--- src/rtl/nms_stream.sv ---
// nms_stream: streaming 3x3 non-maximum suppression for FAST9 corner scores.
//
// Takes one score per accepted pixel in raster order. Two line buffers and a
// 3x3 window hold the neighbourhood. Each surviving corner is emitted with its
// score and its linear address row*IMG_W+col.
//
// Optional build macro: NMS_STRICT_TIE_EN. When it is defined, the centre must
// be strictly greater than the neighbours above it and to its left. This makes
// a plateau of equal scores produce exactly one corner.
//
// Ports:
//   clk        in   system clock, rising edge
//   reset_n    in   asynchronous active-low reset
//   in_valid   in   in_score/in_sof valid this cycle
//   in_ready   out  block can accept a pixel
//   in_sof     in   first pixel of frame; forces row 0, col 0
//   in_score   in   FAST9 score, 0 = not a corner
//   out_valid  out  corner available
//   out_ready  in   downstream accepts corner
//   out_addr   out  linear address of corner centre
//   out_score  out  score of corner centre
//   frame_done out  one-cycle pulse after the last pixel of a frame
module nms_stream #(
    parameter int IMG_W   = 180,
    parameter int IMG_H   = 120,
    parameter int SCORE_W = 8,
    parameter int ADDR_W  = 15
) (
    input  logic               clk,
    input  logic               reset_n,
    input  logic               in_valid,
    output logic               in_ready,
    input  logic               in_sof,
    input  logic [SCORE_W-1:0] in_score,
    output logic               out_valid,
    input  logic               out_ready,
    output logic [ADDR_W-1:0]  out_addr,
    output logic [SCORE_W-1:0] out_score,
    output logic               frame_done
);
    localparam int CW = $clog2(IMG_W);
    localparam int RW = $clog2(IMG_H);
    localparam logic [CW-1:0]     COL_LAST   = CW'(IMG_W - 1);
    localparam logic [RW-1:0]     ROW_LAST   = RW'(IMG_H - 1);
    localparam logic [ADDR_W-1:0] ROW_STEP   = ADDR_W'(IMG_W);
    localparam logic [ADDR_W-1:0] CENTRE_OFS = ADDR_W'(IMG_W + 1);

    logic [CW-1:0]      col_q, col_d, cur_col;
    logic [RW-1:0]      row_q, row_d, cur_row;
    logic [ADDR_W-1:0]  base_q, base_d, cur_base;
    logic [SCORE_W-1:0] lb0_mem [IMG_W];
    logic [SCORE_W-1:0] lb1_mem [IMG_W];
    // win_q[line][col]: line 0 = row r-2, 1 = row r-1, 2 = row r;
    // col 0 = column c-2, col 1 = column c-1. Column c arrives live.
    logic [SCORE_W-1:0] win_q [3][2];
    logic [SCORE_W-1:0] win_d [3][2];
    logic [SCORE_W-1:0] up_px, mid_px, centre;
    logic               accept, last_col, last_row, in_window, upper_ok, lower_ok, fire;
    logic               out_valid_q, out_valid_d, frame_done_q, frame_done_d;
    logic [ADDR_W-1:0]  out_addr_q, out_addr_d;
    logic [SCORE_W-1:0] out_score_q, out_score_d;

    always_comb begin
        in_ready = !out_valid_q || out_ready;
        accept   = in_valid && in_ready;
        // A start-of-frame pixel overrides the counters so the block resyncs.
        cur_col  = in_sof ? '0 : col_q;
        cur_row  = in_sof ? '0 : row_q;
        cur_base = in_sof ? '0 : base_q;
        last_col = cur_col == COL_LAST;
        last_row = cur_row == ROW_LAST;
        up_px    = lb1_mem[cur_col];
        mid_px   = lb0_mem[cur_col];
        centre   = win_q[1][1];
`ifdef NMS_STRICT_TIE_EN
        upper_ok = centre > win_q[0][0] && centre > win_q[0][1] && centre > up_px
                   && centre > win_q[1][0];
`else
        upper_ok = centre >= win_q[0][0] && centre >= win_q[0][1] && centre >= up_px
                   && centre >= win_q[1][0];
`endif
        lower_ok = centre >= mid_px && centre >= win_q[2][0] && centre >= win_q[2][1]
                   && centre >= in_score;
        // Centre (r-1,c-1) is interior only when r>=2 and c>=2; the c>=2 test
        // also masks windows that straddle a row wrap.
        in_window = cur_row >= RW'(2) && cur_col >= CW'(2);
        fire      = accept && in_window && centre != '0 && upper_ok && lower_ok;
        col_d  = accept ? (last_col ? '0 : cur_col + CW'(1)) : col_q;
        row_d  = !accept ? row_q : !last_col ? cur_row : last_row ? '0 : cur_row + RW'(1);
        base_d = !accept ? base_q : !last_col ? cur_base : last_row ? '0 : cur_base + ROW_STEP;
        win_d  = win_q;
        if (accept) begin
            win_d[0][0] = win_q[0][1];
            win_d[0][1] = up_px;
            win_d[1][0] = win_q[1][1];
            win_d[1][1] = mid_px;
            win_d[2][0] = win_q[2][1];
            win_d[2][1] = in_score;
        end
        out_valid_d  = fire || (out_valid_q && !out_ready);
        out_addr_d   = fire ? cur_base + ADDR_W'(cur_col) - CENTRE_OFS : out_addr_q;
        out_score_d  = fire ? centre : out_score_q;
        frame_done_d = accept && last_row && last_col;
    end

    always_ff @(posedge clk or negedge reset_n) begin
        if (!reset_n) begin
            col_q        <= '0;
            row_q        <= '0;
            base_q       <= '0;
            win_q        <= '{default: '0};
            out_valid_q  <= 1'b0;
            out_addr_q   <= '0;
            out_score_q  <= '0;
            frame_done_q <= 1'b0;
        end else begin
            col_q        <= col_d;
            row_q        <= row_d;
            base_q       <= base_d;
            win_q        <= win_d;
            out_valid_q  <= out_valid_d;
            out_addr_q   <= out_addr_d;
            out_score_q  <= out_score_d;
            frame_done_q <= frame_done_d;
        end
    end

    // Line buffers are plain RAMs with no reset; the row counter decides validity.
    always_ff @(posedge clk) begin
        if (accept) begin
            lb1_mem[cur_col] <= mid_px;
            lb0_mem[cur_col] <= in_score;
        end
    end

    assign out_valid  = out_valid_q;
    assign out_addr   = out_addr_q;
    assign out_score  = out_score_q;
    assign frame_done = frame_done_q;
endmodule

--- config.mk ---
export PLATFORM = sky130hd
export DESIGN_NAME = nms_stream
export DESIGN_NICKNAME = d
export VERILOG_FILES = /design/src/rtl/nms_stream.sv
export SDC_FILE = /design/constraint.sdc
export NUM_CORES = 2
export LEC_CHECK = 0
export CORE_MARGIN = 5
export CORE_UTILIZATION = 50
export CTS_CLUSTER_SIZE = 40
export DETAILED_ROUTE_END_ITERATION = 7
export PLACE_DENSITY = 0.64
export SLEW_MARGIN = 20
export SYNTH_ARGS = -nofsm -noshare
export SYNTH_HDL_FRONTEND = slang
export SYNTH_SLANG_ARGS = --single-unit
--- constraint.sdc ---
create_clock -name clk -period 19.6 [get_ports clk]
set_input_delay 1.96 -clock clk [delete_from_list [all_inputs] [get_ports clk]]
set_output_delay 1.96 -clock clk [all_outputs]
set_load 0.05 [all_outputs]
==> metrics <==
area share of the largest cell type after synthesis 72.0%; post-cts hold buffer count 0; total setup buffers inserted after CTS 0; FF+latch count, synth between 2000 and 3000; CP Max Fanout 70; number of clock sinks roughly 3000; post-CTS sizing 0; Worst EP arrival roughly 10 ns; Gate Count Post-Synth approximately 7700; total grt overflow 0; CP startpoint in_sof; placed instance count approximately 11000; share of layout cells above drive strength 1 about 14%; area occupied by multi-input gates 28100 um2; WL per Instance approximately 36 um; # port buffers 38; CP required ~20 ns; VDD IR max approximately 0.11 mV; total track usage a little under a third; Starting Density 50.1%; type of the worst min-delay path register to register; Slew @ Worst Pin approximately 1.3 ns; largest net degree at the start of global routing around 170; syn_area_per_cell 15.6 um2; Post-Synth Simple-Gate Area 7.42%; Layout area overhead 12.2%; DRT antenna net count 0; mux cell area share after synthesis under 10%; drt pass-1 iters 7; hold depth 2; first-pass GRT wire length 563 mm; # IOs 39; initial antenna violation count 30; xor/xnor share of the synthesized area 0.102%; CTS tree done; Final Max Tran Viols 0; DRC errors left 0; most common cell in the synthesized netlist edfxtp_1; worst r2r src col_q[0]; R2R cell count 21; Setup crit end kind register; status completed; register area share after synthesis 74.1%; die area ~250000 um2; RSZ-0062 raised after global routing no; DR vias/cell ~6.7; end point of the critical path out_addr[8]; Clock Latency Late Sink between 0.9 and 1 ns; setup slack, reg-to-reg between 10 and 15 ns; hpwl dp around 230 mm; top cells by count, synth edfxtp_1 (2880), nand2_1 (781), mux2i_1 (304); via count 76400; clock root buffer clkbuf_16; main flop type after synthesis edfxtp_1; adder-cell area share of the yosys netlist a little over 1%; Max Clock Freq ~110 MHz; setup violators final 0; core area about 240000 um2; M1 wire length 147 mm; reg2reg end out_addr[8]; vias in the first global route just over 70000; crit start category input pin; Max Cap Viol 0; Synth Net Count 7827; period utilization about 47%; Syn. warnings 0; CTS H-tree depth 5; relative slew slack 11.6%; Synth area leader edfxtp_1; P per Cell Area 107 nW/um2; largest family of logic cells by synthesized area compound AO/OA/AOI/OAI gates; Post-synth EDFFs roughly 2900; initial DRC count approximately 12000; routed wl met2 175 mm; die height ~500 um; min-delay src win_q[6]; routability cong. ~0.97; CP Class input pin to register; Setup TNS 0 ns; worst setup margin around 10 ns; register area a little under 90000 um2; Fillers 18500; row count between 150 and 200; largest cells by area after synthesis edfxtp_1 (72%), mux2i_1 (2.5%), nand2_1 (2.4%); Non-Filler Instances 11300; Nets 8028; post-route minimum period 9.16 ns; Post-Place Worst Slack approximately 10 ns; fin area between 100000 and 150000 um2; met3 wire len around 55 mm; placed cell area 125000 um2; Async SR Flop Fraction ~3.5%; Synth cell types 113; Pleak 43.8 nW; top sig layer met5; CTS Buffer Depth 4; WL final around 400 mm; post-synthesis compound-gate area fraction roughly a tenth; total CTS buffers roughly 320; Clk pin slew, worst setup/hold paths 0.06 ns; Synth Cell Area around 120000 um2; Final Hold Fails 0; worst clock skew roughly 0.083 ns; die width 500 um
==> stage by stage <==
step	util, %	hold slack (ns)	total power (W)
global placement	52.1	0.462	0.00873
global route	56.2	0.504	0.0148
floorplan	-	0.450	0.00818
finish	56.2	0.479	0.0144
CTS	56.2	0.483	0.0144
detailed placement	52.1	0.469	0.00876
==> layout make-up <==
cell class,instances,share of cell area (%)
antenna,18,0.0334
clock buffer,400,6.31
clock inverter,149,0.939
inverter,99,0.296
multi-input combinational,4096,20.8
sequential,2983,66.1
tap,3185,2.96
timing repair buffer,418,2.57
==> placed cells by master, fill, tap and decap left out, types with 65 or more instances in the layout <==
cell       instances
a2111oi_0         91
a211oi_1         236
a21oi_1          216
a221oi_1          87
a31oi_1          223
and2_1            86
buf_4            364
clkbuf_1          67
clkbuf_16        326
clkinv_1          77
dfrtp_1           99
edfxtp_1        2880
ha_1              97
inv_1             88
mux2_2            75
mux2i_1          304
mux4_2            86
nand2_1          778
nand3_1          135
nor2_1           277
nor2b_1          186
o21ai_0          197
o221ai_1          65
o22ai_1          196
==> worst min path at each step <==
stage               slack [ns]         end
CTS                       0.48   win_q[14]
finish                    0.48   win_q[14]
floorplan                 0.45   win_q[10]
global placement          0.46   win_q[13]
global route              0.50  base_q[11]
detailed placement        0.47   win_q[14]
==> cell families after synthesis <==
group	after synthesis
buffers and inverters	637
xor gates and xnor gates	14
AOI/OAI and AO/OA	1673
muxes	465
adders and majority gates	98
and+or+nand+nor	1846
DFF	2983
==> routing by layer <==
metal / vias up / global-route usage [%]
li1: 30800 / -
met1: 38600 / 42.8
met2: 5648 / 46.2
met3: 1280 / 10.0
met4: 19 / 17.4
met5: - / 0
==> registers in the layout, summed over array words and instances, names as in the netlist <==
register / cells
frame_done: 1
win_q: 40
col_q: 8
lb0_mem: 1440
base_q: 15
out_score: 8
row_q: 7
lb1_mem: 1440
out_valid: 1
centre: 8
out_addr: 15
==> where the power goes <==
part / total, W / internal [W] / switching [W]
combinational: 0.00146 / 0.000366 / 0.00109
clock: 0.00576 / 0.00335 / 0.00242
sequential: 0.00722 / 0.00718 / 0.0000361
total: 0.0144 / 0.0109 / 0.00355
==> worst max-delay path, stage by stage <==
cell,delay (ns)
buf_8,0.21
nor2b_4,0.58
buf_4,0.74
buf_4,0.69
buf_4,0.67
nand2_1,0.11
nand3_1,0.11
a21oi_1,0.07
o21ai_0,0.66
o2111ai_1,0.32
nor3_4,0.64
buf_4,0.67
inv_1,0.10
ha_1,0.29
a21oi_1,0.15
nor2b_1,0.06
o21ai_0,0.20
a21oi_1,0.11
o41ai_1,0.68
nor4_4,0.04
buf_4,0.26
mux2_2,0.31
Note: power is estimated with default switching activity, not from simulation.
